$ cat src/rtl/out_display.sv
// ============================================================================
// out_display : output register with double-dabble decimal conversion and
//               a multiplexed four-digit seven-segment display driver.
// Revision    : 1.0
// ============================================================================
`default_nettype none

module out_display #(
  parameter int SCAN_DIV   = 1024,
  parameter bit LEAD_BLANK = 1'b1
) (
  input  logic       clk,
  input  logic       clr,
  input  logic [7:0] bus,
  input  logic       oi,
  input  logic       signed_mode,
  output logic [7:0] out_reg,
  output logic [6:0] seg,
  output logic [3:0] an,
  output logic       busy
);

  localparam int PW = $clog2(SCAN_DIV);
  localparam logic [PW-1:0] PRE_TC = PW'(SCAN_DIV - 1);

  localparam logic [6:0] SEG_MINUS = 7'b1000000;
  localparam logic [6:0] SEG_BLANK = 7'b0000000;

  logic [7:0]    out_reg_q, out_reg_d;
  logic          busy_q, busy_d;
  logic [3:0]    iter_q, iter_d;
  logic [19:0]   shift_q, shift_d;
  logic          neg_pend_q, neg_pend_d;
  logic [3:0]    hund_q, hund_d;
  logic [3:0]    tens_q, tens_d;
  logic [3:0]    units_q, units_d;
  logic          neg_q, neg_d;
  logic [PW-1:0] pre_q, pre_d;
  logic [1:0]    idx_q, idx_d;

  logic [7:0]    w_mag;
  logic          w_neg;

  // One double-dabble iteration: correct each BCD nibble, then shift left.
  function automatic logic [19:0] dd_step(input logic [19:0] s);
    logic [19:0] t;
    t = s;
    for (int k = 0; k < 3; k++) begin
      if (t[8+4*k +: 4] >= 4'd5) t[8+4*k +: 4] = t[8+4*k +: 4] + 4'd3;
    end
    return {t[18:0], 1'b0};
  endfunction

  function automatic logic [6:0] seg_of(input logic [3:0] d);
    logic [6:0] s;
    case (d)
      4'd0:    s = 7'b0111111;
      4'd1:    s = 7'b0000110;
      4'd2:    s = 7'b1011011;
      4'd3:    s = 7'b1001111;
      4'd4:    s = 7'b1100110;
      4'd5:    s = 7'b1101101;
      4'd6:    s = 7'b1111101;
      4'd7:    s = 7'b0000111;
      4'd8:    s = 7'b1111111;
      4'd9:    s = 7'b1101111;
      default: s = SEG_BLANK;
    endcase
    return s;
  endfunction

  // 0x80 negates to itself, which as an unsigned byte is exactly 128.
  assign w_neg = signed_mode & bus[7];
  assign w_mag = w_neg ? (~bus + 8'd1) : bus;

  always_comb begin
    out_reg_d  = out_reg_q;
    busy_d     = busy_q;
    iter_d     = iter_q;
    shift_d    = shift_q;
    neg_pend_d = neg_pend_q;
    hund_d     = hund_q;
    tens_d     = tens_q;
    units_d    = units_q;
    neg_d      = neg_q;
    pre_d      = pre_q + 1'b1;
    idx_d      = idx_q;

    if (busy_q) begin
      if (iter_q == 4'd8) begin
        hund_d  = shift_q[19:16];
        tens_d  = shift_q[15:12];
        units_d = shift_q[11:8];
        neg_d   = neg_pend_q;
        busy_d  = 1'b0;
      end else begin
        shift_d = dd_step(shift_q);
        iter_d  = iter_q + 4'd1;
      end
    end

    // A new load overrides whatever the converter was doing.
    if (oi) begin
      out_reg_d  = bus;
      shift_d    = {12'd0, w_mag};
      neg_pend_d = w_neg;
      iter_d     = 4'd0;
      busy_d     = 1'b1;
    end

    if (pre_q == PRE_TC) begin
      pre_d = '0;
      idx_d = idx_q + 2'd1;
    end
  end

  always_ff @(posedge clk) begin
    if (!clr) begin
      out_reg_q  <= 8'd0;
      busy_q     <= 1'b0;
      iter_q     <= 4'd0;
      shift_q    <= 20'd0;
      neg_pend_q <= 1'b0;
      hund_q     <= 4'd0;
      tens_q     <= 4'd0;
      units_q    <= 4'd0;
      neg_q      <= 1'b0;
      pre_q      <= '0;
      idx_q      <= 2'd0;
    end else begin
      out_reg_q  <= out_reg_d;
      busy_q     <= busy_d;
      iter_q     <= iter_d;
      shift_q    <= shift_d;
      neg_pend_q <= neg_pend_d;
      hund_q     <= hund_d;
      tens_q     <= tens_d;
      units_q    <= units_d;
      neg_q      <= neg_d;
      pre_q      <= pre_d;
      idx_q      <= idx_d;
    end
  end

  always_comb begin
    an  = 4'b0001 << idx_q;
    seg = SEG_BLANK;
    case (idx_q)
      2'd0: seg = seg_of(units_q);
      2'd1: seg = (LEAD_BLANK && hund_q == 4'd0 && tens_q == 4'd0) ? SEG_BLANK : seg_of(tens_q);
      2'd2: seg = (LEAD_BLANK && hund_q == 4'd0) ? SEG_BLANK : seg_of(hund_q);
      default: seg = neg_q ? SEG_MINUS : SEG_BLANK;
    endcase
  end

  assign out_reg = out_reg_q;
  assign busy    = busy_q;

endmodule

`default_nettype wire

$ cat config.mk
export PLATFORM = sky130hd
export DESIGN_NAME = out_display
export DESIGN_NICKNAME = d
export VERILOG_FILES = /design/src/rtl/out_display.sv
export SDC_FILE = /design/constraint.sdc
export NUM_CORES = 1
export LEC_CHECK = 0
export BUFFER_PORTS_ARGS = -buffer_cell sky130_fd_sc_hd__clkbuf_2
export CAP_MARGIN = 40
export CORE_MARGIN = 8
export CORE_UTILIZATION = 61
export DETAILED_ROUTE_END_ITERATION = 6
export GPL_TIMING_DRIVEN = 1
export PLACE_DENSITY_LB_ADDON = 0.05
export SYNTH_ARGS = -nofsm -noshare
export SYNTH_HDL_FRONTEND = slang
export SYNTH_SLANG_ARGS = --single-unit
$ cat constraint.sdc
create_clock -name clk -period 5.3 [get_ports clk]
set_clock_uncertainty 0.15 [all_clocks]
set_input_delay 1.06 -clock clk [delete_from_list [all_inputs] [get_ports clk]]
set_output_delay 1.06 -clock clk [all_outputs]
set_load 0.03 [all_outputs]
==> results.md <==
- The net count after synthesis is 528.
- The worst-case headroom to the max-slew limit is 46.9%.
- The number of hold violations in the final report is 0.
- STA puts the critical path data arrival time at between 2 and 2.5 ns.
- The number of antenna violations at the first check in global routing came to 0.
- The placement row count is 30.
- The overall via count from detail_route is 3415.
- The full die area is 9830 um2.
- The power per cell area is around 250 nW/um2.
- The number of endpoints failing setup at the final stage is 0.
- The most common flop cell mapped by yosys is dfxtp_1.
- Buffers inserted to repair hold after CTS numbered 0.
- The congestion estimate from routability-driven global placement came to 0.837.
- In the routed layout, each cell is associated on average with a via count of just under 6.
- The max capacitance violation total is 0.
- The element type at the critical path end is an output pin.
- The clock latency on the worst-skew pair is 0.35 ns.
- The DRC violations left is 0.
- Summed over all instances, the cell type with the most area after synthesis is dfxtp_1.
- The number of buffers and inverters on the critical path is 1.
- For met2 alone, demand over resource in global routing was 32.3%.
- The switching power is 303 uW.
- After global routing the overflow that remains totals 0.
- The clock tree synthesis step divided the H-tree into 3 levels.
- The largest single stage delay on the critical path is 0.54 ns.
- The post-route netlist has between 10% and 20% of its cells at a drive strength greater than 1.
- The wire length after detailed routing is 8800 um.
- The number of resized instances in the post-cts repair step is 0.
- The class of the most critical setup path is register to output pin.
- After synthesis the netlist holds a flip-flop and latch count of 80.
- The maximum number of pins on one net before global-route repair is 36.
- Internal power comes to about 870 uW.
- The detailed router's first-iteration violation count is 127.
- The global-route layer with the greatest usage is met2.
- The CTS buffer count is 9.
- In this run, the clock network consumes 40.6% of the power.
- The number of slew-limit violations in the final report came to 0.
- The number of I/O port buffers is 31.
- The count of flip-flops with a built-in enable after synthesis is 0.
- The post-synth design cell area is around 4200 um2.
- STA classifies the critical path startpoint as a register.
- The net count of the finished layout is 550.
- CTS saw 80 sinks.
- The required time reported for the critical path endpoint is 4.09 ns.
- The run finished with clean final reports.
- The number of cells on the worst reg-to-reg path is 7.
- The post-placement worst setup slack is 2.19 ns.
- Post-CTS timing repair inserted 0 buffers for setup.
- The deepest clock path buffer count is 2.
- The signal on the critical path passes through nor4_1 -> nor2b_1 -> a221oi_1 -> a21oi_1 -> clkbuf_2.
- The fill cell instance count of the final layout is ~570.
- Dividing the detail-routed wire length by the instance count gives approximately 15 um.
- The clock-pin slew of the registers on the worst-case setup and hold paths is 0.09 ns.
- For this run, the detailed router's first-pass iteration total came to 4.
- Yosys attributes the largest share of cell area to dfxtp_1 (38%), ha_1 (9.5%), nand2_1 (4.3%).
- Leaving out fill and tap cells, the most frequent cell in the layout is dfxtp_1.
- For this run, asynchronously set or reset flops after synthesis account for 0%.
- The smallest clock period supported by the final layout is computed as 3.48 ns.
- Adding up every negative setup slack in the final design gives 0 ns.
- In this run the most critical hold path is launched from neg_pend_q.
- The wire length of the first global-routing pass is 15300 um.
- Once routing completed, OpenROAD measured the worst setup slack at 1.82 ns.
- The final worst-path cycle share is 65.7%.
- Broken down by cell family, the worst path's largest delay share belongs to simple AND/OR/NAND/NOR gates.
- The via count of the first global-routing pass came to 3418.
- After synthesis, the netlist uses between 40 and 50 different library cells.
- The slack of the worst reg-to-reg path is 2.53 ns.
- In this run the clock root is driven by a clkbuf_8.
- The worst-case IR drop observed on VDD is 0.214 mV.
- 0 antenna diodes ended up in the layout.
- Compared with the post-synthesis result, the final layout area differs by 9.58%.
- The half-perimeter wire length after placement is roughly 6500 um.
- Of the post-synthesis cell area, the dominant cell type holds a little under two fifths.
- Once the floorplan was initialized, standard cells occupied 62.4% of the core.
- Combinational cells account for 6.4% of the total power.
- Along the worst hold path, the cell count comes to 2.
- The actual transition at the worst max-transition pin is 0.796 ns.
- In this run the worst hold path is classified as register to register.
- The total I/O pin count is 32.
- After synthesis, flip-flops and latches occupy between 30% and 40% of the total area.
- Setup repair after global routing left no endpoint under its margin.
- The peak clock frequency supported by timing is 0.287 GHz.
- The largest fanout of any net on the critical path is 7.
- The number of nets still failing antenna checks after routing is 0.
- The die height is 99.2 um.
- The proportion of power drawn by flip-flops and latches is 53.0%.
- The post-synthesis cell count is 484.
- Global routing used 4.89% of the available met3 tracks.
- Leaving out fill and tap cells, the most frequent cells in the layout are dfxtp_1 (80), nand2_1 (48), nor2_1 (47).
- The reg-to-reg critical path startpoint is busy.
- TritonCTS built the clock tree.
- The chip width is 99.2 um.
- The library cell contributing the largest single delay on the critical path is nor4_1.
- The Yosys step of the flow raised 0 warnings.
- The static power due to leakage is 1.77 nW.
- Global routing consumed, on the met1 layer, 22.1% of the routing resources.
- For hold timing, the worst endpoint is neg_q.
- The switching power share of the total is 25.9%.
- After synthesis, the mean cell area works out to 8.72 um2.
- Across every metal layer, demand over resource in global routing totals 18.9%.
- The placeable core region is 6760 um2.
-- metrics by stage --
step	power [mW]	instances	utilization [%]	instance area (um2)	hold WS, ns
floorplan	0.685	484	-	4220	0.280
global placement	0.706	573	64.7	4370	0.291
detailed placement	0.710	575	65.3	4410	0.306
CTS	1.18	591	68.4	4620	0.312
global route	1.22	591	68.4	4620	0.329
finish	1.17	591	68.4	4620	0.305
-- cell usage after synthesis, types with 2 or more instances --
cell type / count
nor3_1: 22
nand2_1: 48
mux2i_2: 4
nand4_1: 4
mux2i_1: 12
o21a_1: 3
ha_1: 32
nand3b_1: 9
buf_2: 5
a22oi_1: 3
mux2_2: 7
a21oi_1: 25
nand2b_1: 6
xor2_1: 8
inv_1: 26
nor2_1: 47
nor4_1: 2
a222oi_1: 6
clkbuf_1: 13
nor2b_1: 8
nand3_1: 17
a211o_1: 3
a31oi_1: 3
or3_1: 8
nor3_2: 2
a311oi_1: 2
mux2_4: 2
dfxtp_1: 80
buf_1: 4
a21boi_0: 4
o32ai_1: 3
mux2i_4: 2
and3_1: 2
a211oi_1: 7
o21ai_0: 23
xnor2_1: 19
-- logic make-up after synthesis --
family,share of synthesized area (%)
flip-flops,38.0
AND/OR/NAND/NOR,20.6
AO/OA/AOI/OAI,13.3
adder cells (fa/ha/maj),9.49
buffers and inverters,5.28
XOR/XNOR,5.61
multiplexers,7.80
-- tightest hold or removal path: stages, from the launching register on --
cell and delay [ns]:
dfxtp_1 0.32, nand2_1 0.05, a21oi_1 0.05
-- power groups by stage --
stage / clock (mW) / sequential, mW / combinational, mW
after floorplan: 0 / 0.640 / 0.0452
after global placement: 0 / 0.634 / 0.0719
after detailed placement: 0 / 0.635 / 0.0756
after CTS: 0.485 / 0.621 / 0.0759
after global routing: 0.509 / 0.623 / 0.0844
final: 0.475 / 0.621 / 0.0754
-- metal layers --
layer  part of all wire [%]  vias up
li1                       -     1712
met1                     46     1631
met2                     48       56
met3                    4.0       16
met4                    2.1        0
met5                      0        -
-- cell type report --
cell class,count,area (um2),area share [%]
Clock buffer,9,124,2.68
Clock inverter,7,87.6,1.89
Inverter,27,103,2.22
Multi-Input combinational cell,353,2390,51.8
Sequential cell,80,1600,34.6
Tap cell,80,100,2.17
Timing Repair Buffer,35,213,4.60
-- how the worst max path moves through the flow --
| stage | start | endpoint | slack (ns) | cells past startpoint |
|---|---|---|---|---|
| 2_1_floorplan | idx_q[0] | seg[6] | 2.35 | 5 |
| 3_3_place_gp | clr | register | 1.96 | 7 |
| 3_5_place_dp | clr | shift_q[9] | 2.19 | 7 |
| 4_1_cts | hund_q[3] | seg[6] | 1.82 | 5 |
| 5_1_grt | hund_q[3] | seg[6] | 1.65 | 5 |
| 6_report | hund_q[3] | seg[6] | 1.82 | 5 |
(Power assumes the default switching activity.)
